<file path="src/rtl/fifo_rd_stream_adapter.sv">
// fifo_rd_stream_adapter: turns the async FIFO pop interface into a valid/ready stream via a prefetching skid buffer.
// Define RDA_B2B_EN for back-to-back pops (only when the FIFO empty flag reflects a pop on the next cycle).
module fifo_rd_stream_adapter #(
   parameter int WIDTH     = 8,
   parameter int BUF_DEPTH = 2
) (
   input  logic                           rd_clk,
   input  logic                           rrst_n,
   input  logic                           enable,
   input  logic                           fifo_empty,
   output logic                           fifo_rd_en,
   input  logic [WIDTH-1:0]               fifo_rd_data,
   output logic                           m_valid,
   input  logic                           m_ready,
   output logic [WIDTH-1:0]               m_data,
   output logic [$clog2(BUF_DEPTH+1)-1:0] buf_cnt,
   output logic                           idle
);
   localparam int CW = $clog2(BUF_DEPTH+1);
   localparam int OW = CW + 1;
   localparam int PW = (BUF_DEPTH > 1) ? $clog2(BUF_DEPTH) : 1;
   logic [WIDTH-1:0] mem [BUF_DEPTH];
   logic [PW-1:0]    head, tail, head_nxt, tail_nxt;
   logic             infl, holdoff, pop;
   logic [OW-1:0]    occ;
   assign pop      = m_valid & m_ready;
   // occupancy once this cycle's write and pop retire; a new pop must still fit after that
   assign occ      = {1'b0, buf_cnt} + OW'(infl) - OW'(pop);
   assign fifo_rd_en = rrst_n & enable & !fifo_empty & !holdoff & (occ < OW'(BUF_DEPTH));
   assign m_valid  = buf_cnt != '0;
   assign m_data   = mem[head];
   assign idle     = (buf_cnt == '0) & !infl;
   assign head_nxt = (head == PW'(BUF_DEPTH-1)) ? '0 : head + PW'(1);
   assign tail_nxt = (tail == PW'(BUF_DEPTH-1)) ? '0 : tail + PW'(1);
   always_ff @(posedge rd_clk or negedge rrst_n) begin
      if (!rrst_n) begin
         infl    <= 1'b0;
         head    <= '0;
         tail    <= '0;
         buf_cnt <= '0;
         for (int i = 0; i < BUF_DEPTH; i++) mem[i] <= '0;
      end else begin
         infl    <= fifo_rd_en;
         buf_cnt <= CW'(occ);
         if (infl) begin
            mem[tail] <= fifo_rd_data;
            tail      <= tail_nxt;
         end
         if (pop) head <= head_nxt;
      end
   end
`ifdef RDA_B2B_EN
   assign holdoff = 1'b0;
`else
   // registered FIFO empty flag lags a pop by a cycle, so never pop on consecutive cycles
   always_ff @(posedge rd_clk or negedge rrst_n) begin
      if (!rrst_n) holdoff <= 1'b0;
      else         holdoff <= fifo_rd_en;
   end
`endif
   a_no_overflow: assert property (@(posedge rd_clk) disable iff (!rrst_n)
      !(infl && !pop && buf_cnt == CW'(BUF_DEPTH)));
endmodule

</file>
<file path="config.mk">
export PLATFORM = sky130hd
export DESIGN_NAME = fifo_rd_stream_adapter
export DESIGN_NICKNAME = d
export VERILOG_FILES = /design/src/rtl/fifo_rd_stream_adapter.sv
export SDC_FILE = /design/constraint.sdc
export NUM_CORES = 1
export LEC_CHECK = 0
export CORE_MARGIN = 2
export CORE_UTILIZATION = 30
export CTS_BUF_LIST = sky130_fd_sc_hd__clkbuf_16
export CTS_CLUSTER_DIAMETER = 50
export CTS_CLUSTER_SIZE = 30
export DETAILED_ROUTE_END_ITERATION = 10
export GPL_TIMING_DRIVEN = 0
export HOLD_SLACK_MARGIN = 0.06
export PLACE_DENSITY = 0.51
export RECOVER_POWER = 100
export SETUP_SLACK_MARGIN = 0.3
export SLEW_MARGIN = 20
export SYNTH_ARGS = -nofsm -noshare
export SYNTH_HDL_FRONTEND = slang
export SYNTH_SLANG_ARGS = --single-unit
</file>
<file path="constraint.sdc">
create_clock -name rd_clk -period 2.52 [get_ports rd_clk]
set_input_delay 0.504 -clock rd_clk [delete_from_list [all_inputs] [get_ports rd_clk]]
set_output_delay 0.504 -clock rd_clk [all_outputs]
set_load 0.05 [all_outputs]
</file>
Word-level counts from Yosys, hierarchy flattened
Cells that the tools add are included.
{ "totals": {"regBits": 21, "elab_cells": 35} }
{ "classes": {"add_sub_neg": 4, "magnitude_cmp": 4, "muxes": 8, "bitwise_logic": 8, "n_reduce_logical": 5} }
{ "ops": {"columns": ["cell", "n"], "rows": [
  ["8-bit two-way mux", 4],
  ["16-bit bitwise mux", 1],
  ["8-bit demux with 1-bit select", 1],
  ["1-bit AND", 6],
  ["2-bit greater-or-equal comparator (second input constant)", 2],
  ["1-bit inverter with 2-bit output", 2],
  ["2-bit by 1-bit adder with 3-bit output", 1],
  ["3-bit by 2-bit less-than comparator with 1-bit output (second input constant)", 1],
  ["3-bit by 1-bit subtractor with 3-bit output", 1],
  ["1-bit adder (second input constant)", 2],
  ["1-bit logical NOT", 2],
  ["2-bit logical NOT", 1],
  ["2-bit by 1-bit less-than comparator with 1-bit output (second input constant)", 1],
  ["1-bit two-way mux", 2],
  ["2-bit nonzero test", 1],
  ["1-bit logical AND", 1]
]} }

Longest topological paths before layout
Gate-level depths: netlist of run 1.
{ "logic_depth": {"word_depth": 6, "ltp_mapped": 7, "mapped_depth_nobuf": 7} }

Worst setup path before layout of run 1
Ideal clock, no wire load.
{ "synth_timing": {"path_kind": "reg-to-output", "start": "register buf_cnt[1]", "end": "output port fifo_rd_en", "arrival_ns": 3.377, "required_ns": 2.016, "setup_slack_ns": -1.361, "stages_incl_launch_ff": 7, "path_cell_list": "dfrtp_1 o21a_1 ha_1 inv_1 ha_1 fa_1 nor4_1"} }
{ "synth_via": {"elab_chain_len": 5, "word_cells_on_any_way": 6} }
{ "synth_lines": {"columns": ["item", "line_no", "rtl"], "rows": [
  ["from (decl)", "16", "output logic [$clog2(BUF_DEPTH+1)-1:0] buf_cnt,"],
  ["from (signal assigned)", "44", "buf_cnt <= CW'(occ);"],
  ["2-bit nonzero test", "30", "assign m_valid = buf_cnt != '0;"],
  ["1-bit AND", "26", "assign pop = m_valid & m_ready;"],
  ["named net pop", "24", "logic infl, holdoff, pop;"],
  ["3-bit by 1-bit subtractor with 3-bit output", "28", "assign occ = {1'b0, buf_cnt} + OW'(infl) - OW'(pop);"],
  ["named net occ[1]", "25", "logic [OW-1:0] occ;"],
  ["3-bit by 2-bit less-than comparator with 1-bit output", "29", "assign fifo_rd_en = rrst_n & enable & !fifo_empty & !holdoff & (occ < OW'(BUF_DEPTH));"],
  ["1-bit AND", "29", null],
  ["to (decl)", "11", "output logic fifo_rd_en,"]
]} }
The timed path passes the listed nets, and every way through them passes these cells.

Worst setup path in the final report of run 1
Ends and elaborated chain as after synthesis.

==> impl_metrics.yaml, run 1 <==
floorplanning:
  fp.coreArea_um2: 3100
  die_y_um: 61.4
  num_rows: 20
  die_area_um2: 3770
  num_io_pins: 26
  start_util: 0.319
  die_w_um: 61.4
logic_synthesis:
  synth_seq_cells: 21
  synth_top_flop_cell: "dfrtp_1"
  synth_edf_count: 0
  yosysSeqAreaShare: 0.532
  syn_area_um2: 988
  ys.warnings.count: 0
  synth_nets: 80
  syn-instance-count: 64
  async_reset_ff_frac: 1.00
  avgSynthCellArea_um2: 15.4
  yosys.cell_types.count: 17
sta:
  finalSetupViolCount: 1
  finalClockSkew_ns: 0.00557
  max_slew.worst_pin.slew_ns: 0.565
  fin_ws_ns: -0.275
  finalCritPeriodShare: 1.11
  max_freq_ghz: 0.358
  relSlewSlack: 0.623
  hold_violations: 0
  fin_hold_ws_ns: 0.206
  maxSlewViolCount: 0
  rsz0062_at_grt: "true"
  period_needed_ns: 2.80
route:
  drt_iter0_drc: 27
  postRouteAntennaNets: 0
  dr.pass1.iters: 2
  wirelength_um: 1830
  route.vias.total: 605
  viasPerCell: 4.29
  route.detailed.drc: 0
  wl_per_cell_um: 13.0
clock_network:
  clk_pin_slew_ns: 0.06
  postCtsHoldBufs: 0
  cts_tree: "built"
  worstSkewPairLatency_ns: 0.26
  cts_buffer_depth: 2
  cts-htree-levels: 1
  numCtsBuffers: 3
  cts.sinks: 21
  ctsRootBufferMaster: "clkbuf_16"
run:
  cap_viol_max_count: 0
layout:
  antenna_cells: 0
  multi_input_area_um2: 418
  seqCellArea_um2: 529
  fillCellCount: 322
  drive_gt1_frac: 0.392
  nNetsFinal: 114
  stdcell_count: 141
  final_util: 0.443
  area.growth.synth_to_final_pct: 39.0
critical_path:
  critPathMaxFanout: 2
  worst_ep_arrival_time_ns: 2.29
  worst_ep_required_time_ns: 2.02
  critPathKind: "reg -> out"
  crit_slowest_cell: "fa_2"
  startpoint_type: "flip-flop"
  slowest_delay_ns: 0.46
  worstPathCellList: "o21a_1 -> ha_1 -> inv_1 -> ha_2 -> fa_2 -> nor4_4 -> buf_6"
  endpoint_kind: "primary output"
place:
  dp_cells: 133
  place_congestion: 0.630
  portBuffers: 25
  pre_cts_ws_ns: -1.13
  post-dp-hpwl_um: 1230
outcome:
  status: "finished with violations"
  failed_checks: "negative setup slack"
global_routing:
  track_usage: 0.119
  grt_pass1_wl_um: 3110
  grt_pass1_vias: 626
  antenna_found_initial: 0
  grt_overflow: 0
  grt_max_degree: 23
hold_path:
  hp-class: "in -> async"
## placed cells by master, fill, tap and decap left out, types with 3 or more instances in the layout
cell type	synthesis	layout
dfrtp_1	21	18
mux2_2	16	16
clkdlybuf4s50_1	0	10
dlygate4sd2_1	0	10
mux2_1	0	6
inv_1	4	4
buf_4	0	4
dfrtp_2	0	3
clkbuf_16	0	3
## logic make-up (layout without fill, tap and decap cells)
logic type / Yosys count / count (layout) / synth area share
multiplexers: 24 / 24 / 0.304
AO/OA/AOI/OAI: 1 / 1 / 0.00760
buffers and inverters: 6 / 39 / 0.0405
adder cells (fa/ha/maj): 3 / 3 / 0.0456
XOR/XNOR: 3 / 3 / 0.0266
AND/OR/NAND/NOR: 6 / 6 / 0.0443
flip-flops: 21 / 21 / 0.532
## stage by stage
| step | instance area [um2] | TNS, ns |
|---|---|---|
| after global routing | 1370 | -0.378 |
| final | 1370 | -0.275 |
| after detailed placement | 1310 | -1.13 |
| after floorplan | 1010 | -0.311 |
| after CTS | 1420 | -0.324 |
| after global placement | 1310 | -1.11 |
## final timing paths
path                                      startpoint                    to  slack, ns  cells past startpoint
worst max register to register  buf_cnt[1]$_DFF_PN0_        infl$_DFF_PN0_       0.48                      7
worst max-delay path            buf_cnt[1]$_DFF_PN0_            fifo_rd_en      -0.28                      7
max in group asynchronous                     rrst_n  buf_cnt[1]$_DFF_PN0_       1.95                      1
worst min register to register   mem[11]$_DFFE_PN0P_   mem[11]$_DFFE_PN0P_       0.49                      1
min in group rd_clk              mem[11]$_DFFE_PN0P_   mem[11]$_DFFE_PN0P_       0.49                      1
worst min-delay path                          rrst_n    mem[6]$_DFFE_PN0P_       0.21                      1
## synth_stat cells (all sizes together), types with 2 or more instances
cell,number,share of area
xor2,2,0.018
buf,2,0.025
inv,4,0.015
mux2,24,0.30
ha,2,0.025
dfrtp,21,0.53
## metal layers
layer	global-route usage	wire, um	vias up
met5	0	0	-
met4	0.0365	27	0
met3	0.0567	112	4
met2	0.188	878	19
met1	0.144	815	295
li1	-	-	287
## flip-flops by register name, indices dropped and copies added, names as in the netlist
signal / cells
mem: 16
infl: 1
tail: 1
head: 1
buf_cnt: 2
## cell type report
class                           instances  area share
Buffer                                  2     0.00638
Clock buffer                            3      0.0546
Clock inverter                          1     0.00546
Inverter                                4      0.0109
Multi-Input combinational cell         37       0.304
Sequential cell                        21       0.385
Tap cell                               44      0.0401
Timing Repair Buffer                   29       0.193
## what timing repair did
| item | in CTS | in global routing |
|---|---|---|
| endpoints found under the setup margin | 11 | 1 |
| buffers inserted | 3 | 1 |
| pin swaps | 4 | 4 |
| gates resized for setup | 24 | 0 |
## critical path, delay by kind of cell, from the launching register on
kind	cells	cell delay (ns)
AOI/OAI and AO/OA	1	0.21
adders and majority gates	3	0.89
buffers and inverters	2	0.26
DFF	1	0.41
and+or+nand+nor	1	0.27
Power of run 1 is not shown: default switching activity piles up to over one toggle a cycle in this logic, so the estimate is an artifact.
==> run 2, diff against run 1 <==
--- a/config.mk
+++ b/config.mk
@@ -12,7 +12,7 @@
 export CTS_CLUSTER_SIZE = 30
 export DETAILED_ROUTE_END_ITERATION = 10
 export GPL_TIMING_DRIVEN = 0
-export HOLD_SLACK_MARGIN = 0.06
+export HOLD_SLACK_MARGIN = 0.05
 export PLACE_DENSITY = 0.51
 export RECOVER_POWER = 100
 export SETUP_SLACK_MARGIN = 0.3
==> results of run 2 <==
No change in the layout: final DEF, timing and power equal those of run 1.
Power of run 2 is left out for the same reason.
==> run 3, diff against run 2 <==
--- a/config.mk
+++ b/config.mk
@@ -5,7 +5,6 @@
 export SDC_FILE = /design/constraint.sdc
 export NUM_CORES = 1
 export LEC_CHECK = 0
-export CORE_MARGIN = 2
 export CORE_UTILIZATION = 30
 export CTS_BUF_LIST = sky130_fd_sc_hd__clkbuf_16
 export CTS_CLUSTER_DIAMETER = 50
==> run 3 against run 2 <==
The run still ends with negative setup slack left. Via count increased by 0.99%. Hold slack better by 0.29 ns. Count of clock-buffer cells in the layout unchanged. Register-to-register slack gained 0.13 ns. Die area shrank 6.4%. Final cell count is the same. Non-clock buffer count unchanged. Critical endpoint unchanged. Largest cell class unchanged.
==> impl_metrics.yaml, run 3 (synthesis gave the netlist of run 1 again) <==
outcome:
  status: "finished with violations"
  failed_checks: "negative setup slack"
critical_path:
  rr_startpoint: "buf_cnt[1]$_DFF_PN0_"
  critPathKind: "reg -> out"
  reg2reg_to: "infl$_DFF_PN0_"
  ff2ff_path_depth: 6
  reg2reg_slack_ns: 0.61
  startpoint_type: "flip-flop"
  critPathMaxFanout: 2
  worst_ep_arrival_time_ns: 2.25
  worst_ep_required_time_ns: 2.02
  endpoint_kind: "primary output"
sta:
  fin_hold_ws_ns: 0.494
  finalCritPeriodShare: 1.09
  fin_ws_ns: -0.233
  max_slew.worst_pin.slew_ns: 0.971
  finalClockSkew_ns: 0.00179
  hold_violations: 0
  maxSlewViolCount: 0
  period_needed_ns: 2.75
  max_freq_ghz: 0.363
  rsz0062_at_grt: "true"
  relSlewSlack: 0.353
  finalSetupViolCount: 1
layout:
  top_register: "mem"
  fillCellCount: 297
  seqCellArea_um2: 529
  drive_gt1_frac: 0.474
  antenna_cells: 0
  top_regs: "mem (16), buf_cnt (2)"
  stdcell_area_um2: 1420
  largest_reg_flops: 16
  multi_input_area_um2: 450
  final_util: 0.461
  mostFrequentLayoutCells: "18 x dfrtp_1, 16 x mux2_2, 12 x clkdlybuf4s50_1"
  area.growth.synth_to_final_pct: 43.5
  nNetsFinal: 114
  final_common_cell: "dfrtp_1"
floorplanning:
  num_rows: 20
  die_w_um: 59.4
  start_util: 0.321
  die_area_um2: 3530
  num_io_pins: 26
  fp.coreArea_um2: 3080
  die_y_um: 59.4
place:
  post-dp-hpwl_um: 1180
  post_dp_cell_area_um2: 1310
  place_congestion: 0.688
  pre_cts_ws_ns: -1.12
  portBuffers: 25
route:
  wirelength_um: 1790
  viasPerCell: 4.33
  wl_per_cell_um: 12.7
  route.detailed.drc: 0
  drt_iter0_drc: 9
  route.vias.total: 611
  dr.pass1.iters: 2
  postRouteAntennaNets: 0
global_routing:
  met3_usage: 0.0393
  track_usage: 0.124
  grt_pass1_vias: 652
  grt_max_degree: 23
  busiest_layer: "met2"
  antenna_found_initial: 0
  global_route.usage.met2: 0.212
  grt_use_met1: 0.151
  grt_pass1_wl_um: 3140
  grt_overflow: 0
clock_network:
  clk_pin_slew_ns: 0.06
  cts-htree-levels: 1
  cts.sinks: 21
  ctsRootBufferMaster: "clkbuf_16"
  cts_buffer_depth: 2
  cts_tree: "built"
  worstSkewPairLatency_ns: 0.25
  numCtsBuffers: 3
run:
  cap_viol_max_count: 0
hold_path:
  hp-class: "in -> async"
-- run 3: cell types whose count changed in the layout (fill, tap and decap cells not counted), moves of 2 or more --
cell             before  now
mux2_4                2    8
dlygate4sd3_1         2    0
mux2_1                6    0
clkdlybuf4s50_1      10   12
-- run 3: how the worst max path moves through the flow --
stage | slack (ns) | to | from | cells after the start
finish | -0.23 | fifo_rd_en | buf_cnt[1]$_DFF_PN0_ | 7
global route | -0.35 | fifo_rd_en | buf_cnt[1]$_DFF_PN0_ | 7
CTS | -0.30 | fifo_rd_en | buf_cnt[0]$_DFF_PN0_ | 8
detailed placement | -1.12 | fifo_rd_en | rrst_n | 4
global placement | -1.11 | fifo_rd_en | rrst_n | 4
floorplan | -0.31 | fifo_rd_en | buf_cnt[0]$_DFF_PN0_ | 6
-- run 3: area by class of cell --
cell class                      instances  share of cell area
Buffer                                  2              0.0176
Clock buffer                            3              0.0529
Clock inverter                          1             0.00353
Inverter                                4              0.0106
Multi-Input combinational cell         37               0.317
Sequential cell                        21               0.373
Tap cell                               44              0.0388
Timing Repair Buffer                   29               0.186
-- run 3: stage by stage --
step,std cells,setup TNS [ns]
final,141,-0.233
after detailed placement,133,-1.12
after floorplan,64,-0.311
after global routing,141,-0.351
after global placement,133,-1.11
after CTS,140,-0.295
-- run 3: critical path: stages (launching register included) --
cell and delay, ns:
dfrtp_2 0.41, o21a_1 0.20, ha_1 0.27, inv_1 0.06, ha_2 0.16, fa_2 0.46, nor4_4 0.25, buf_6 0.20
-- run 3: what timing repair did --
action / 4_1_cts / 5_1_grt
pin swaps: 4 / 4
cloned: 0 / 0
hold buffers: 0 / 0
setup endpoints to repair: 11 / 2
resized for setup: 23 / 2
setup buffers: 3 / 1
-- run 3: metal layers --
layer,part of all wire,vias to the layer above
met4,0.0090,0
li1,-,286
met5,0,-
met1,0.44,312
met3,0.035,2
met2,0.52,11
Power of run 3 is left out for the same reason.
